$ cat config.mk
export PLATFORM = sky130hd
export DESIGN_NAME = tx_req_fifo
export DESIGN_NICKNAME = d
export VERILOG_FILES = /design/src/rtl/tx_req_fifo.sv
export SDC_FILE = /design/constraint.sdc
export NUM_CORES = 1
export LEC_CHECK = 0
export ABC_AREA = 0
export BUFFER_PORTS_ARGS = -buffer_cell sky130_fd_sc_hd__buf_2
export CAP_MARGIN = 40
export CORE_MARGIN = 2
export CORE_UTILIZATION = 57
export DETAILED_ROUTE_END_ITERATION = 6
export PLACE_DENSITY = 0.78
export SKIP_CTS_REPAIR_TIMING = 1
export SLEW_MARGIN = 20
export SYNTH_ARGS = -nofsm -noshare
export SYNTH_HDL_FRONTEND = slang
export SYNTH_SLANG_ARGS = --single-unit
$ cat constraint.sdc
create_clock -name clk -period 2.6 [get_ports clk]
set_clock_uncertainty 0.05 [all_clocks]
set_input_delay 0.52 -clock clk [delete_from_list [all_inputs] [get_ports clk]]
set_output_delay 0.52 -clock clk [all_outputs]
set_load 0.01 [all_outputs]
$ cat src/rtl/tx_req_fifo.sv
`timescale 1ns / 1ps
`default_nettype none
// ============================================================================
// tx_req_fifo : req-pulse handshake FIFO between a Tx word source and sink
// Revision    : 1.0
// ============================================================================
module tx_req_fifo #(
   parameter int DATA_WIDTH = 8,
   parameter int DEPTH      = 4,
   parameter int HOLDOFF    = 4,
   localparam int BITS_W    = (DATA_WIDTH > 1) ? $clog2(DATA_WIDTH) : 1,
   localparam int LVL_W     = $clog2(DEPTH) + 1
) (
   input  logic                  clk,
   input  logic                  rst,
   input  logic [DATA_WIDTH-1:0] in_data,
   input  logic                  in_data_valid,
   input  logic [BITS_W-1:0]     in_data_bits,
   output logic                  in_req,
   output logic [DATA_WIDTH-1:0] out_data,
   output logic                  out_data_valid,
   output logic [BITS_W-1:0]     out_data_bits,
   input  logic                  out_req,
   output logic [LVL_W-1:0]      level,
   output logic                  err_underflow
);

   localparam int PTR_W = (DEPTH > 1) ? $clog2(DEPTH) : 1;
   localparam int HO_W  = $clog2(HOLDOFF + 1);
   localparam int ENT_W = DATA_WIDTH + BITS_W;

   localparam logic [LVL_W-1:0] LVL_FULL = LVL_W'(DEPTH);
   localparam logic [LVL_W-1:0] LVL_ONE  = LVL_W'(1);
   localparam logic [HO_W-1:0]  HO_LOAD  = HO_W'(HOLDOFF);
   localparam logic [PTR_W-1:0] PTR_ONE  = PTR_W'(1);

   logic [ENT_W-1:0]  mem [DEPTH];
   logic [PTR_W-1:0]  wr_ptr;
   logic [PTR_W-1:0]  rd_ptr;
   logic [HO_W-1:0]   holdoff;
   logic [BITS_W-1:0] in_bits_eff;
   logic [ENT_W-1:0]  in_entry;
   logic [ENT_W-1:0]  next_entry;
   logic [ENT_W-1:0]  head_next;
   logic              head_load;
   logic              wr_en;
   logic              pop_en;

   generate
      if (DATA_WIDTH > 1) begin : g_bits
         assign in_bits_eff = in_data_bits;
      end else begin : g_no_bits
         // Single-bit words carry no partial count; the port is accepted but dropped.
         logic unused_bits;
         assign unused_bits = ^in_data_bits;
         assign in_bits_eff = '0;
      end
   endgenerate

   // Space is judged on the pre-edge level, so a same-edge pop never frees a slot.
   assign wr_en          = in_data_valid && (level != LVL_FULL) && (holdoff == '0);
   assign pop_en         = out_req && (level != '0);
   assign in_entry       = {in_data, in_bits_eff};
   assign next_entry     = mem[rd_ptr + PTR_ONE];
   assign out_data_valid = (level != '0);

   // The presented head is a separate register; it only moves on a pop or on
   // the first write into an empty FIFO, keeping out_* stable otherwise.
   always_comb begin
      head_load = 1'b0;
      head_next = '0;
      if (pop_en) begin
         head_load = 1'b1;
         if (level > LVL_ONE) begin
            head_next = next_entry;
         end else if (wr_en) begin
            head_next = in_entry;
         end else begin
            head_next = '0;
         end
      end else if (wr_en && (level == '0)) begin
         head_load = 1'b1;
         head_next = in_entry;
      end
   end

   always_ff @(posedge clk) begin
      if (wr_en) begin
         mem[wr_ptr] <= in_entry;
      end
   end

   always_ff @(posedge clk or posedge rst) begin
      if (rst) begin
         wr_ptr        <= '0;
         rd_ptr        <= '0;
         level         <= '0;
         holdoff       <= '0;
         in_req        <= 1'b0;
         out_data      <= '0;
         out_data_bits <= '0;
         err_underflow <= 1'b0;
      end else begin
         in_req <= wr_en;

         if (wr_en) begin
            wr_ptr <= wr_ptr + PTR_ONE;
         end
         if (pop_en) begin
            rd_ptr <= rd_ptr + PTR_ONE;
         end

         case ({wr_en, pop_en})
            2'b10:   level <= level + LVL_ONE;
            2'b01:   level <= level - LVL_ONE;
            default: level <= level;
         endcase

         if (wr_en) begin
            holdoff <= HO_LOAD;
         end else if (holdoff != '0) begin
            holdoff <= holdoff - HO_W'(1);
         end

         if (head_load) begin
            {out_data, out_data_bits} <= head_next;
         end

         if (out_req && (level == '0)) begin
            err_underflow <= 1'b1;
         end
      end
   end

endmodule
`default_nettype wire

Yosys cells after proc, flatten, opt, wreduce, memory -nomap -nowiden:

Memory sizes are Yosys's and may differ from the RTL's.
Index checks and enable logic that the tools add are counted.

* register bits: 23
* latch bits: 0
* memory bits (writable): 44
* bits in read-only memories: 0
* input port bits: 15
* output and inout port bits: 17
* logic and storage cells: 40
* memories kept: 1

Memories
* mem: words 4, bits a word 11, read ports 1, clocked after memory_dff 0, write ports 1, RTL line 37 `logic [ENT_W-1:0] mem [DEPTH];`

* $add $sub $neg: 5
* $mul: 0
* divide/modulo/power cells: 0
* $lt $le $gt $ge: 1
* equality and inequality tests: 3
* shift-type cells: 0
* muxes and demuxes: 11
* bitwise gates (word level): 0
* reductions and logical operators: 11

Operators by type and width (number)
* 2-to-1 mux 11 bit: 4
* logical NOT 3 bit: 2
* 2-to-1 mux 3 bit: 2
* one-hot mux 3 bit (2 select lines): 1
* nonzero test 3 bit: 2
* subtractor 3 x 1 -> 3 bit (second input constant): 2
* logical AND 1 bit: 5
* adder 2 x 1 -> 2 bit (second input constant): 2
* 2-to-1 mux 1 bit: 4
* nonzero test 2 bit: 2
* adder 3 x 1 -> 3 bit (second input constant): 1
* > comparator 3 x 1 -> 1 bit (second input constant): 1
* inequality test 3 bit (second input constant): 1
* == test 2 x 1 -> 1 bit (second input constant): 1
* == test 2 bit (second input constant): 1

Logic depth before layout (Yosys ltp):

Gate-level depths: netlist (run 1).

* depth after elaboration: 6
* mapped depth: 10
* depth with buffers taken out: 10

Worst setup path before layout (run 1):

Ideal clock, no wire load.

* path kind: register to register
* start: reg level[0]
* end: reg level[2]
* setup time: 0.134 ns
* arrival: 1.784 ns
* data required time: 2.416 ns
* path slack: 0.631 ns
* stages on the path, launching flop included: 10
* path buffers: 0
* clock period less this slack: 1.969 ns
* path through: dfrtp_1 > inv_1 > ha_1 > a21bo_2 > nor2_4 > inv_1 > ha_1 > mux2i_1 > nor2_1 > xor2_1

* cells in the longest elaborated chain, start to end: 5
* elaborated cells between the ends (all ways): 11
* those cells by class: add/sub: 2; eq/ne: 3; mux: 1; reduce/logical: 5

Ends and longest elaborated chain
* from (decl): RTL line 24 `output logic [LVL_W-1:0] level,`
* from (signal assigned): RTL line 114 `2'b10: level <= level + LVL_ONE;`
* from (signal assigned): RTL line 115 `2'b01: level <= level - LVL_ONE;`
* from (signal assigned): RTL line 116 `default: level <= level;`
* inequality test 3 bit *: RTL line 61 `assign wr_en = in_data_valid && (level != LVL_FULL) && (holdoff == '0);`
* logical AND 1 bit * (2 in series): RTL line 61
* net wr_en: RTL line 46 `logic wr_en;`
* == test 2 x 1 -> 1 bit / == test 2 bit (equally long branches): RTL line 113 `case ({wr_en, pop_en})`
* one-hot mux 3 bit (2 select lines) / nonzero test 2 bit (equally long branches)

Mark *: on every way through the listed nets, which the timed path passes. The rest lies on a longest branch.
A chain may end at the register's enable or synchronous reset.

Worst setup path after layout (run 1):

* start: reg level[0]
* end: mem mem[0][7] (netlist bit), enable pin

* cells in the longest elaborated chain, start to end: 5

Ends and longest elaborated chain
* inequality test 3 bit: RTL line 61
* logical AND 1 bit (2 in series): RTL line 61
* net wr_en: RTL line 46
* 2-to-1 mux 1 bit: RTL line 88 `if (wr_en) begin`
* 2-to-1 mux 1 bit (not written as such): RTL line 89 `mem[wr_ptr] <= in_entry;`
* to (decl): RTL line 37

The timed path passes the listed nets, and every way through them passes these cells.

==> flow_metrics.tcl, run 1 <==
set metrics [dict create \
    grt_pass1_vias 1688 \
    synthAdderAreaFrac_pct 4.76 \
    layout_common_cells "44 x edfxtp_1, 31 x buf_2, 23 x dfrtp_1" \
    place_hpwl_um 3800 \
    r2r_slack_ns 0.35 \
    clockBufferDepth 2 \
    syn2layout_area_growth_pct 14.6 \
    crit_chain "inv_1 -> ha_1 -> a21bo_2 -> nor2_4 -> and2_1" \
    cts_buffers 9 \
    finalCritPeriodShare_pct 86.4 \
    core_area_um2 4820 \
    max_stage_delay_ns 0.58 \
    clk_latency_ns 0.34 \
    fin_crit_ns 2.25 \
    start_util_pct 60.1 \
    synthCells 170 \
    worstMarginPinSlew_ns 0.637 \
    post-synth-top-area-fraction_pct 45.7 \
    status "completed" \
    crit_path_end_kind "flop" \
    slowest_stage "and2_1" \
    ys_ff_latch 67 \
    gr-usage-met3_pct 4.42 \
    final_hold_viol_count 0 \
    pin_count 32 \
    maxSlewViolCount 0 \
    drtIter0Drc 139 \
    synth_compound_area_share_pct 10.3 \
    antenna_found_initial 0 \
    setup_viol 0 \
    dieArea_um2 5660 \
    crit_fanout 11 \
    fin_setup_tns_ns 0 \
    grtUsageTotal_pct 23.1 \
    cts_tree "built" \
    vdd_drop_max_uv 564 \
    antenna_left 0 \
    synth_mux_area_share_pct 10.1 \
    drc 0 \
    r2r_cells 5 \
    avgSynthCellArea_um2 17.0 \
    grt_first_pass_wirelength_um 9010 \
    power_leakage_nw 1.29 \
    netlist_area_um2 2890 \
    synth_xor_area_share_pct 1.82 \
    worstPathArrival_ns 2.16 \
    die_w_um 75.3 \
    grt_max_degree 14 \
    path_class "flop to flop" \
    grtUsageMet1_pct 30.7 \
    postLayoutCoreUtil_pct 68.9 \
    ys_types 36 \
    fmax_mhz 445 \
    critPathLaunch "level[0]" \
    ys_seq_area_share_pct 65.5 \
    critPathRequiredTime_ns 2.52 \
    htreeDepth 3 \
    io_buffer_count 31 \
    cts-root-buf "clkbuf_8" \
    n_antenna_cell 0 \
    post_drt_via_cell_ratio 5.67 \
    final_common_cell "edfxtp_1" \
    netlist_top_cells_area "edfxtp_1 46%, dfrtp_1 20%, mux4_2 8.6%" \
    slew_headroom_pct 57.5 \
    drt-total-wl_um 5520 \
    wl_per_cell_um 19.5 \
    clock_sinks 67 \
    hp-class "primary input to asynchronous set/reset pin" \
    row_count 25 \
    worstReg2RegStart "level[0]" \
    path_clk_slew_ns 0.07 \
    drv_cap 0 \
    layout-drive-gt1-share_pct 35.2 \
    place_congestion 0.835 \
    grt_setup_unrepaired "false" \
    yosys_warnings 0 \
    overflow 0 \
    syn_nets 196 \
    cp-start-kind "flop" \
    synth_top_family_by_area "compound AO/OA/AOI/OAI gates" \
    yosysTopAreaCell "edfxtp_1" \
    grt_busiest_layer "met2" \
    drt_pass1_iterations 4 \
    power.density_nw_per_um2 1140 \
    grt_use_met2_pct 37.2 \
    die_h_um 75.3 \
    nets 237 \
    synth-simple-area-share_pct 4.32 \
    vias 1604 \
]
-- where the power goes --
group	switching [W]	internal [W]
clock network	0.000375	0.000440
logic	0.000694	0.000714
registers	0.000196	0.00136
-- Yosys cell counts, drive strengths merged --
cell and number:
and2 4, a2bb2oi 10, xnor2 5, nor2 4
nand3 1, edfxtp 44, or2b 1, ha 11
a32oi 1, a21bo 1, nor3 1, o221a 10
mux2i 4, nand2 6, xor2 1, o21ba 1
buf 5, o21ai 4, a21oi 2, o221ai 1
nand3b 1, dfrtp 23, nor2b 2, mux4 11
a21o 1, and3 1, inv 14
-- registers in the layout, summed over array words and instances, names as in the netlist --
register       flops
out_data_bits      3
out_data           8
mem               44
rd_ptr             2
wr_ptr             2
level              3
holdoff            3
err_underflow      1
in_req             1
-- critical path: cells and delay by family (launching register included) --
kind | cells | cell delay [ns]
simple gates | 2 | 0.80
compound gates | 1 | 0.24
flops | 1 | 0.46
buf+inv | 1 | 0.09
fa+ha+maj | 1 | 0.23
-- logic make-up after synthesis --
group	count (synthesis)
adder cells (fa/ha/maj)	11
flip-flops	67
AO/OA/AOI/OAI	31
AND/OR/NAND/NOR	21
buffers and inverters	19
XOR/XNOR	6
multiplexers	15
-- area by class of cell --
type                            count  area [um2]
Sequential cell                    67        1900
Fill cell                         349        1500
Multi-Input combinational cell     84         906
Timing Repair Buffer               35         193
Clock buffer                       11         131
Tap cell                           67        83.8
Clock inverter                      5        53.8
Inverter                           14        52.6
-- worst paths after layout --
| path | endpoint |
|---|---|
| min | holdoff[0] |
| max in group asynchronous | rd_ptr[0] |
| max reg2reg | mem[0][7] |
| max | mem[0][7] |
| min in group clk | mem[2][0] |
| min reg2reg | err_underflow |
-- routing by layer --
metal	vias up	wire [um]
met3	9	215
met1	810	2360
met4	0	97
li1	741	-
met5	-	0
met2	44	2850
-- metrics by stage --
stage	power, W	instances	setup slack, ns	hold WS [ns]	instance area [um2]
2_1_floorplan	0.00258	170	0.631	0.409	2890
3_3_place_gp	0.00292	266	0.432	0.414	3120
3_5_place_dp	0.00300	267	0.353	0.436	3130
4_1_cts	0.00381	283	0.335	0.145	3320
5_1_grt	0.00400	283	0.222	0.180	3320
6_report	0.00378	283	0.353	0.138	3320
(Power assumes the default switching activity.)
==> inputs of run 2 (changes only) <==
--- a/config.mk
+++ b/config.mk
@@ -12,6 +12,7 @@
 export CORE_UTILIZATION = 57
 export DETAILED_ROUTE_END_ITERATION = 6
 export PLACE_DENSITY = 0.78
+export REMOVE_ABC_BUFFERS = 1
 export SKIP_CTS_REPAIR_TIMING = 1
 export SLEW_MARGIN = 20
 export SYNTH_ARGS = -nofsm -noshare
==> flow_metrics.tcl, run 2 (synthesis results as in run 1) <==
set metrics [dict create \
    largest_reg_flops 44 \
    crit_fanout 11 \
    drt_pass1_iterations 4 \
    htreeDepth 3 \
    path_class "flop to flop" \
    cts-root-buf "clkbuf_8" \
    nets 237 \
    status "completed" \
    intPower_w 0.00258 \
    post-place-cells 267 \
    crit_path_end_kind "flop" \
    clock_sinks 67 \
    worstMarginPinSlew_ns 0.611 \
    setup_viol 0 \
    grt_setup_unrepaired "false" \
    p_clk_share_pct 23.1 \
    wl_per_cell_um 19.6 \
    start_util_pct 60.1 \
    cts_tree "built" \
    slew_headroom_pct 59.3 \
    layout-drive-gt1-share_pct 35.6 \
    place_hpwl_um 3770 \
    die_h_um 75.3 \
    finalCritPeriodShare_pct 86.7 \
    drc 0 \
    maxSlewViolCount 0 \
    row_count 25 \
    placed_area_um2 3130 \
    switchingPower_w 0.00127 \
    cts_buffers 9 \
    antenna_left 0 \
    clk_latency_ns 0.33 \
    timing.hold.ws_ns 0.127 \
    pin_count 32 \
    power_leakage_nw 1.30 \
    drv_cap 0 \
    dieArea_um2 5660 \
    power_frac_seq_pct 40.2 \
    p_sw_share_pct 33.0 \
    layout_common_cells "44 x edfxtp_1, 31 x buf_2, 23 x dfrtp_1" \
    path_clk_slew_ns 0.07 \
    largest-register "mem" \
    vdd_drop_max_uv 583 \
    grt_pass1_vias 1748 \
    fillers 334 \
    stdcell_count 283 \
    clockBufferDepth 2 \
    worstPathArrival_ns 2.16 \
    final_common_cell "edfxtp_1" \
    grt_first_pass_wirelength_um 8890 \
    antenna_found_initial 0 \
    grt_max_degree 15 \
    combPwrFrac_pct 36.7 \
    drtIter0Drc 94 \
    reg.largest.list "mem x44, out_data x8" \
    fin_crit_ns 2.25 \
    grtUsageTotal_pct 22.6 \
    stdcell_area_um2 3340 \
    place_congestion 0.817 \
    overflow 0 \
    critPathRequiredTime_ns 2.51 \
    fin_setup_tns_ns 0 \
    hp-class "primary input to asynchronous set/reset pin" \
    power.density_nw_per_um2 1150 \
    syn2layout_area_growth_pct 15.5 \
    fmax_mhz 444 \
    n_antenna_cell 0 \
    vias 1628 \
    die_w_um 75.3 \
    io_buffer_count 31 \
    cp-start-kind "flop" \
    final_hold_viol_count 0 \
    post_drt_via_cell_ratio 5.75 \
    drt-total-wl_um 5540 \
    core_area_um2 4820 \
]
==> run 2: cell types whose count changed in the layout (fill, tap and decap cells not counted) <==
cell,before,now
inv_6,0,1
clkbuf_1,2,1
clkinv_2,3,1
clkbuf_16,0,1
clkinvlp_4,0,2
clkinv_4,1,0
==> run 2: area by class of cell <==
class | count | area, um2 | area share [%]
sequential | 67 | 1900 | 56.7
multi-input combinational | 84 | 906 | 27.1
timing repair buffer | 35 | 193 | 5.76
clock buffer | 11 | 153 | 4.57
tap | 67 | 83.8 | 2.51
clock inverter | 5 | 58.8 | 1.76
inverter | 14 | 52.6 | 1.57
==> run 2: power groups by stage <==
stage	clock, W	sequential (W)	combinational, W
2_1_floorplan	0	0.00162	0.000915
6_report	0.000892	0.00155	0.00141
4_1_cts	0.000910	0.00155	0.00143
3_3_place_gp	0	0.00155	0.00136
5_1_grt	0.000963	0.00158	0.00156
3_5_place_dp	0	0.00157	0.00142
==> run 2: final timing paths <==
kind / startpoint / end / slack, ns / cells after the start
min in group clk: in_data[3] / mem[2][6] / 0.38 / 1
worst min register to register: err_underflow / err_underflow / 0.44 / 1
worst max-delay path: holdoff[0] / mem[2][7] / 0.35 / 5
worst max register to register: holdoff[0] / mem[2][7] / 0.35 / 5
max in group asynchronous: rst / out_data[5] / 1.91 / 3
worst min-delay path: rst / holdoff[0] / 0.13 / 2
==> run 2: stage by stage <==
stage / worst slack, ns / util, % / power, W
6_report: 0.346 / 69.4 / 0.00385
2_1_floorplan: 0.558 / - / 0.00254
3_3_place_gp: 0.477 / 64.7 / 0.00291
3_5_place_dp: 0.377 / 65.0 / 0.00298
5_1_grt: 0.216 / 69.4 / 0.00410
4_1_cts: 0.342 / 69.4 / 0.00389
==> run 2: critical path, cell delays in order, from the launching register on <==
cell and delay (ns):
dfrtp_1 0.39, inv_1 0.09, ha_1 0.22, or2b_4 0.31
nor2_4 0.25, and2_1 0.57
==> run 2: metal layers <==
metal	vias up	global-route usage (%)	wire, um
li1	738	-	-
met1	831	30.1	2150
met2	51	37.5	2980
met3	8	4.15	330
met4	0	8.58	76
met5	-	0	0
